[src/rtl/hazard_sched_if.sv]
// hazard_sched_if: ID-stage operand/destination info in, pipeline hold/flush controls out
interface hazard_sched_if;
  logic        id_valid;
  logic [4:0]  id_rs_a;
  logic        id_rs_a_used;
  logic [4:0]  id_rs_b;
  logic        id_rs_b_used;
  logic        id_wr_en;
  logic [4:0]  id_wr_dir;
  logic        ex_redirect;
  logic        pc_hold;
  logic        ifd_hold;
  logic        ifd_flush;
  logic        de_bubble;
  logic [1:0]  state;
  logic [31:0] stall_cycles;
  modport master (
    output id_valid, id_rs_a, id_rs_a_used, id_rs_b, id_rs_b_used, id_wr_en, id_wr_dir, ex_redirect,
    input  pc_hold, ifd_hold, ifd_flush, de_bubble, state, stall_cycles
  );
  modport slave (
    input  id_valid, id_rs_a, id_rs_a_used, id_rs_b, id_rs_b_used, id_wr_en, id_wr_dir, ex_redirect,
    output pc_hold, ifd_hold, ifd_flush, de_bubble, state, stall_cycles
  );
endinterface

[src/rtl/hazard_sched.sv]
// hazard_sched: countdown register scoreboard driving PC/PipeIFD holds, PipeDE bubbles and redirect flushes
module hazard_sched #(
  parameter int WB_LAT = 3
) (
  input logic clk,
  input logic rst,
  hazard_sched_if.slave bus
);
  typedef enum logic [1:0] {RUN = 2'd0, STALL = 2'd1, FLUSH = 2'd2} state_t;
  state_t st, st_nx;
  logic [2:0] cnt [32];
  logic [31:0] stall_cnt;
  logic hazard, issue;
  always_comb begin
    hazard = !rst && bus.id_valid &&
             ((bus.id_rs_a_used && cnt[bus.id_rs_a] != 3'd0) ||
              (bus.id_rs_b_used && cnt[bus.id_rs_b] != 3'd0));
    issue = !rst && bus.id_valid && !hazard && !bus.ex_redirect;
    bus.ifd_flush = !rst && bus.ex_redirect;
    bus.de_bubble = !rst && (bus.ex_redirect || hazard);
    bus.pc_hold = hazard && !bus.ex_redirect;
    bus.ifd_hold = hazard && !bus.ex_redirect;
    st_nx = bus.ex_redirect ? FLUSH : hazard ? STALL : RUN;
    bus.state = st;
    bus.stall_cycles = stall_cnt;
  end
  always_ff @(posedge clk) begin
    if (rst) begin
      st <= RUN;
      stall_cnt <= '0;
    end else begin
      st <= st_nx;
      if (bus.pc_hold && stall_cnt != '1) stall_cnt <= stall_cnt + 32'd1;
    end
  end
  // a WAW reload on issue takes precedence over the entry's own decrement
  always_ff @(posedge clk) begin
    for (int i = 0; i < 32; i++) begin
      if (rst) cnt[i] <= 3'd0;
      else if (issue && bus.id_wr_en && bus.id_wr_dir == 5'(i)) cnt[i] <= 3'(WB_LAT);
      else if (cnt[i] != 3'd0) cnt[i] <= cnt[i] - 3'd1;
    end
  end
endmodule

[src/flat_wrapper.sv]
// flat-port wrapper written by rule: the top's interface ports become plain ports
module hazard_sched_flat 
#(
  parameter int WB_LAT = 3
)
  (clk, rst, bus_id_valid, bus_id_rs_a, bus_id_rs_a_used, bus_id_rs_b, bus_id_rs_b_used, bus_id_wr_en, bus_id_wr_dir, bus_ex_redirect, bus_pc_hold, bus_ifd_hold, bus_ifd_flush, bus_de_bubble, bus_state, bus_stall_cycles);
  hazard_sched_if bus_i ();
  input logic clk;
  input logic rst;
  input wire logic [$bits(bus_i.id_valid)-1:0] bus_id_valid;
  input wire logic [$bits(bus_i.id_rs_a)-1:0] bus_id_rs_a;
  input wire logic [$bits(bus_i.id_rs_a_used)-1:0] bus_id_rs_a_used;
  input wire logic [$bits(bus_i.id_rs_b)-1:0] bus_id_rs_b;
  input wire logic [$bits(bus_i.id_rs_b_used)-1:0] bus_id_rs_b_used;
  input wire logic [$bits(bus_i.id_wr_en)-1:0] bus_id_wr_en;
  input wire logic [$bits(bus_i.id_wr_dir)-1:0] bus_id_wr_dir;
  input wire logic [$bits(bus_i.ex_redirect)-1:0] bus_ex_redirect;
  output wire logic [$bits(bus_i.pc_hold)-1:0] bus_pc_hold;
  output wire logic [$bits(bus_i.ifd_hold)-1:0] bus_ifd_hold;
  output wire logic [$bits(bus_i.ifd_flush)-1:0] bus_ifd_flush;
  output wire logic [$bits(bus_i.de_bubble)-1:0] bus_de_bubble;
  output wire logic [$bits(bus_i.state)-1:0] bus_state;
  output wire logic [$bits(bus_i.stall_cycles)-1:0] bus_stall_cycles;
  assign bus_i.id_valid = bus_id_valid;
  assign bus_i.id_rs_a = bus_id_rs_a;
  assign bus_i.id_rs_a_used = bus_id_rs_a_used;
  assign bus_i.id_rs_b = bus_id_rs_b;
  assign bus_i.id_rs_b_used = bus_id_rs_b_used;
  assign bus_i.id_wr_en = bus_id_wr_en;
  assign bus_i.id_wr_dir = bus_id_wr_dir;
  assign bus_i.ex_redirect = bus_ex_redirect;
  assign bus_pc_hold = bus_i.pc_hold;
  assign bus_ifd_hold = bus_i.ifd_hold;
  assign bus_ifd_flush = bus_i.ifd_flush;
  assign bus_de_bubble = bus_i.de_bubble;
  assign bus_state = bus_i.state;
  assign bus_stall_cycles = bus_i.stall_cycles;
  hazard_sched #(.WB_LAT(WB_LAT)) u_core (.clk(clk), .rst(rst), .bus(bus_i));
endmodule
[config.mk]
export PLATFORM = sky130hd
export DESIGN_NAME = hazard_sched_flat
export DESIGN_NICKNAME = d
export VERILOG_FILES = /design/src/rtl/hazard_sched_if.sv /design/src/rtl/hazard_sched.sv /design/src/flat_wrapper.sv
export SDC_FILE = /design/constraint.sdc
export NUM_CORES = 1
export LEC_CHECK = 0
export BUFFER_PORTS_ARGS = -buffer_cell sky130_fd_sc_hd__buf_2
export CAP_MARGIN = 25
export CORE_MARGIN = 2
export CORE_UTILIZATION = 30
export CTS_CLUSTER_SIZE = 28
export DETAILED_ROUTE_END_ITERATION = 10
export PLACE_DENSITY = 0.49
export REMOVE_ABC_BUFFERS = 1
export SYNTH_ARGS = -nofsm -noshare
export SYNTH_HDL_FRONTEND = slang
export SYNTH_SLANG_ARGS = --single-unit
[constraint.sdc]
create_clock -name clk -period 3.1 [get_ports clk]
set_clock_uncertainty 0.05 [all_clocks]
set_input_delay 0.465 -clock clk [delete_from_list [all_inputs] [get_ports clk]]
set_output_delay 0.465 -clock clk [all_outputs]
set_load 0.05 [all_outputs]
* Word-level counts from Yosys, hierarchy flattened *
Memories as Yosys holds them, arrays and structs flattened.
Index checks and enable logic that the tools add are counted.

word-level totals
  register bits after elaboration = 34
  latch bits = 0
  memory bits (writable) = 96
  bits in read-only memories = 0
  input port bits = 22
  output and inout port bits = 38
  word-level logic and storage cells = 509
  memories = 1

cells by class
  $add $sub $neg = 33
  multipliers = 0
  div/mod/pow operators = 0
  magnitude comparators = 0
  equal/unequal tests = 32
  shift-type cells = 0
  muxes and demuxes = 292
  bitwise gates (word level) = 64
  reductions and logical operators = 84

memory list
  memory      words  width  read ports  clocked after Yosys merged registers in  wr ports  line                source
  u_core.cnt  32     3      34          0                                        32        hazard_sched.sv:11  logic [2:0] cnt [32];

operators with widths
  cell                     number
  $mux W1                  227
  $mux W3                  64
  $reduce_bool A3 Y1       34
  $sub A3 B1 Y3 const B    32
  $eq A5 B5 Y1 const B     16
  $or A1 B1 Y1             64
  $logic_and A1 B1 Y1      43
  $eq A5 B4 Y1 const B     8
  $add A32 B1 Y32 const B  1
  $ne A32 B32 Y1 const B   1
  $eq A5 B3 Y1 const B     4
  $eq A5 B2 Y1 const B     2
  $eq A5 B1 Y1 const B     1
  $logic_not A5 Y1         1
  $logic_not A1 Y1         3
  $logic_or A1 B1 Y1       2
  $mux W2                  1
  $reduce_or A2 Y1         1

* Depth between registers and ports, before layout *
An unclocked memory read counts as a cell.

  depth in word-level cells = 15
  mapped depth = 12
  gate-level depth less buffers = 7

* Worst setup path after synthesis *
No wires, ideal clock.

  path kind = input-to-output
  start = input port bus_id_rs_b[0]
  end = output port bus_pc_hold
  arrival = 3,096 ps
  required time = 2,585 ps
  path slack = -511 ps
  cell stages on the path = 10
  buffers on the path = 4
  path through = inv_1 -> mux4_2 -> a2111o_1 -> nand4_1 -> a311oi_2 -> buf_4 -> buf_6 -> buf_4 -> nor2_1 -> buf_4

on the way
  longest elaborated chain between the ends = 6

ends and longest elaborated chain
  item                 line                source
  start: declaration   flat_wrapper.sv:13  input wire logic [$bits(bus_i.id_rs_b)-1:0] bus_id_rs_b;
  $mem_v2 Z32 W3       n/a
  $reduce_bool A3 Y1   hazard_sched.sv:17  (bus.id_rs_b_used && cnt[bus.id_rs_b] != 3'd0));
  $logic_and A1 B1 Y1  hazard_sched.sv:17
  $logic_or A1 B1 Y1   hazard_sched.sv:16  ((bus.id_rs_a_used && cnt[bus.id_rs_a] != 3'd0) ||
  $logic_and A1 B1 Y1  hazard_sched.sv:15  hazard = !rst && bus.id_valid &&
  $logic_and A1 B1 Y1  n/a
  end: declaration     flat_wrapper.sv:18  output wire logic [$bits(bus_i.pc_hold)-1:0] bus_pc_hold;

Every way passes these cells.

==> impl.org <==
** Status
- Outcome :: finished with violations
- Failing checks :: setup timing

** Synthesis
- Fraction of synthesized area in multiplexers :: 0.0273
- Count of warnings emitted by yosys :: 0
- Mapped Cells :: roughly 860
- Main flop type after synthesis :: edfxtp_1
- Post-Synth Adder-Cell Area :: 0.0954
- By area, the combinational part of the netlist is dominated by compound AO/OA/AOI/OAI gates.
- Averaged over all synthesized cells, the footprint is 9.95 sq um.
- The synthesized netlist occupies a cell area of 0.00852 sq mm.
- Synthesis inferred 130 register bits.
- The share of the Yosys chip area taken by registers is 0.418.
- The share of the synthesized area in compound gates (AO/OA/AOI/OAI) is 0.196.
- Of the total synthesized cell area, the portion taken by AND, OR, NAND and NOR gates is 0.178.
- The synthesized netlist contains 64 unique library cells.
- Counting flops with a built-in enable in the synthesized netlist gives 96.
- Of the total synthesized cell area, the portion taken by XOR and XNOR cells is 0.
- Of all flip-flops after synthesis, the portion carrying an async set or reset was 0.

** Job
- Total of max-cap violations :: 0

** Clock network
- The tree is rooted in a clkbuf_16.
- H-Tree Level Count :: 4
- Clock tree buffer depth :: 2
- After clock tree synthesis, the clock-pin slew on the worst setup and hold paths is 70 ps.
- TritonCTS built the clock tree.
- For the worst-skew pair, the clock arrives at the later sink with an insertion delay of 420 ps.
- TritonCTS created 17 clock buffers.
- # clock sinks :: 130

** Routing
- Total via count after detailed routing :: 7522
- Number of search-and-repair iterations in the first detailed-routing pass :: 6
- Wires add up to 25400 um.
- Detailed router's first-iteration violation count :: 402
- In the final routed layout, each cell accounts on average for 17.7 um.
- In the routed design, unresolved DRC markers number 0.
- Antenna Nets Post-Route :: 0
- Using the TritonRoute via totals, the vias-per-cell ratio works out to ~5.3.

** Finish
- Post-route standard cell area excluding fillers :: 0.0121 sq mm
- Share of layout cells above drive strength 1 :: 0.353
- Once layout is complete, the utilization of the core stands at 0.433.
- The area growth from synthesis to layout is 41.5%.
- The library cells used most frequently in the layout, excluding fill and tap cells, are 112 x buf_4, 106 x inv_1, 96 x edfxtp_1, 65 x ha_1, 55 x buf_2.
- Most frequent standard cell in the layout excluding fill and tap cells :: buf_4
- At the end of the flow, the number of nets in the layout was 1123.

** Place
- Placed cell area :: about 0.01 sq mm
- DPL Wire Length :: 16400 um
- Port buffering added 59 buffers.
- Routability-driven placement congestion ratio :: roughly 0.76

** Timing
- Headroom to the max-slew limit :: 0.431
- The final hold violation count was 0.
- Time the worst path needs with I/O delays and setup :: approximately 3600 ps
- Setup violations remaining at the end of the flow were counted as 205.
- On the final layout, the worst hold slack is 244 ps.
- Setup repair after global routing could not meet its margin everywhere.
- The final count of pins violating max slew came to 0.
- Peak Freq :: 0.278 GHz
- Share of the cycle needed by the critical path after routing :: 1.16
- In the post-route analysis, the smallest setup slack over all paths is -499 ps.
- Least-Margin Pin Slew :: ~850 ps

** Min path
- The worst hold path begins at bus_ex_redirect.
- Worst-case hold path end point :: u_core.bus.state[1]$_SDFF_PP0_
- The worst hold path belongs to the class in2reg.
- Number of stages on the worst hold path :: 3

** Floorplanning
- For this design the top-level I/O count stands at 60.
- Row generation in the floorplan step produced 61 rows.
- Height of the chip :: 173 um
- Floorplan die area :: 0.0298 sq mm
- The core region is roughly 0.028 sq mm.
- Starting density of the core :: 0.306
- In this run the horizontal extent of the chip is 173 um.

** Setup path
- Reg-to-reg setup timing slack :: -410 ps
- Crit path max-delay family :: simple AND/OR/NAND/NOR gates
- Slowest stage cell on the critical path :: or4_1
- Launching point of the worst reg2reg path :: u_core.cnt[9][1]$_DFFE_PP_
- The number of cells on the worst reg-to-reg path is 12.
- Top fanout value on the critical path :: 4
- Data arrival time of the critical path :: 3080 ps
- Required time at the worst-slack endpoint :: 2580 ps
- Crit Path Category :: reg2out
- Worst r2r dst :: u_core.cnt[19][2]$_SDFFCE_PN0P_
- STA classifies the critical path startpoint as a register.
- Walking the worst path, the cells encountered are nor4_2, nor4_1, or4_1, or4_4, a311oi_4, buf_12, nand2b_4, a21oi_2, buf_6.
- Together, buffers and inverters on the worst path number 2.
- In this design, the stage delay of the slowest critical-path cell is approximately 500 ps.
- The worst setup path is captured at an output pin.

** Power and ir drop
- Reported leakage power :: 4.73 nW
- VDD IR-drop max :: 0.000372 V
- Total power per unit cell area :: a little under 800 mW/mm^2

** Global routing
- Summed over all layers, the global routing overflow is 0.
- The number of antenna violations at the first check in global routing came to 4.
- GR Util All Layers :: 0.170
- Entering global routing, the biggest net connects 79 pins.
- The first global-routing pass estimated 40600 um of wire.
- Number of global-route vias before repair :: 7580
==> cell usage after synthesis, types with 5 or more instances <==
master / instances / area (sq um)
a211oi_1: 6 / 45.0
a21oi_1: 28 / 140
and3_1: 10 / 62.6
and4_1: 5 / 43.8
buf_2: 8 / 40.0
buf_4: 7 / 52.6
clkbuf_1: 47 / 176
dfxtp_1: 34 / 681
edfxtp_1: 96 / 2880
ha_1: 65 / 813
inv_1: 106 / 398
mux4_2: 7 / 158
nand2_1: 20 / 75.1
nand2b_1: 5 / 31.3
nand3_1: 29 / 145
nand4_1: 12 / 75.1
nor2_1: 28 / 105
nor2b_1: 7 / 43.8
nor3_1: 50 / 250
nor4_1: 9 / 56.3
nor4b_1: 11 / 96.3
o211ai_1: 22 / 165
o21a_1: 16 / 120
o21ai_0: 8 / 40.0
o311ai_0: 10 / 87.6
o311ai_2: 6 / 97.6
o31a_1: 9 / 78.8
o31ai_1: 51 / 383
o32ai_1: 32 / 280
or2_2: 6 / 37.5
or3_1: 20 / 125
or4_1: 27 / 203
==> flip-flops by register name, summed over array words and instances (netlist names) <==
signal                   cells
u_core.cnt                  96
u_core.bus.stall_cycles     32
u_core.bus.state             2
==> kinds of logic after synthesis <==
| logic type | count (synthesis) |
|---|---|
| and+or+nand+nor | 258 |
| AOI/OAI and AO/OA | 213 |
| buffers and inverters | 177 |
| DFF | 130 |
| adders and majority gates | 65 |
| muxes | 14 |
==> power breakdown <==
group | switching, mW | total, mW | internal, mW
sequential | 0.355 | 3.05 | 2.69
clock | 0.865 | 1.99 | 1.12
combinational | 2.20 | 4.52 | 2.32
==> worst max path at each step <==
stage                                           from                     endpoint  slack [ps]  cells after the start
after CTS                 u_core.cnt[9][1]$_DFFE_PP_                bus_de_bubble        -530                      9
after global routing      u_core.cnt[9][1]$_DFFE_PP_                bus_de_bubble        -600                      9
after global placement                bus_id_rs_a[1]   u_core.cnt[8][1]$_DFFE_PP_        -530                     10
final                     u_core.cnt[9][1]$_DFFE_PP_                bus_de_bubble        -500                      9
after floorplan                       bus_id_rs_a[1]  u_core.cnt[11][0]$_DFFE_PP_       -2970                      7
after detailed placement              bus_id_rs_a[1]   u_core.cnt[8][0]$_DFFE_PP_        -660                     10
==> stage by stage <==
stage | TNS (ps) | worst slack [ps] | total power, mW | std cells
floorplan | -517330 | -2970 | 5.13 | 788
global placement | -70150 | -533 | 6.54 | 1348
detailed placement | -93910 | -662 | 6.54 | 1348
CTS | -69890 | -532 | 9.30 | 1414
global route | -83650 | -604 | 10.3 | 1428
finish | -57020 | -499 | 9.55 | 1431
==> area by class of cell <==
| class | instances | area [sq um] |
|---|---|---|
| Antenna cell | 4 | 10.0 |
| Multi-Input combinational cell | 550 | 4950 |
| Timing Repair Buffer | 229 | 2090 |
| Clock buffer | 19 | 464 |
| Tap cell | 378 | 473 |
| Inverter | 108 | 405 |
| Clock inverter | 13 | 111 |
| Sequential cell | 130 | 3560 |
| Fill cell | 2644 | 15800 |
==> per-layer routing <==
| metal | share of wire | routed length (um) | track usage |
|---|---|---|---|
| met3 | 0.040 | 1020 | 0.0341 |
| met1 | 0.47 | 11900 | 0.226 |
| met5 | 0 | 0 | 0 |
| met2 | 0.48 | 12100 | 0.279 |
| met4 | 0.014 | 356 | 0.0502 |
==> timing repair <==
action	in CTS	in global routing
buffers inserted	29	10
setup endpoints to repair	212	227
pin swaps	38	14
gates resized for setup	148	34
hold buffers	0	0
gates cloned	5	4
==> worst register-to-register path, delay by kind of cell, from the launching register on <==
| family | cells | cell delay (ps) |
|---|---|---|
| AOI/OAI and AO/OA | 2 | 430 |
| buffers and inverters | 5 | 770 |
| DFF | 1 | 410 |
| and+or+nand+nor | 5 | 1610 |
No activity file was read; power rests on OpenSTA's default activity.
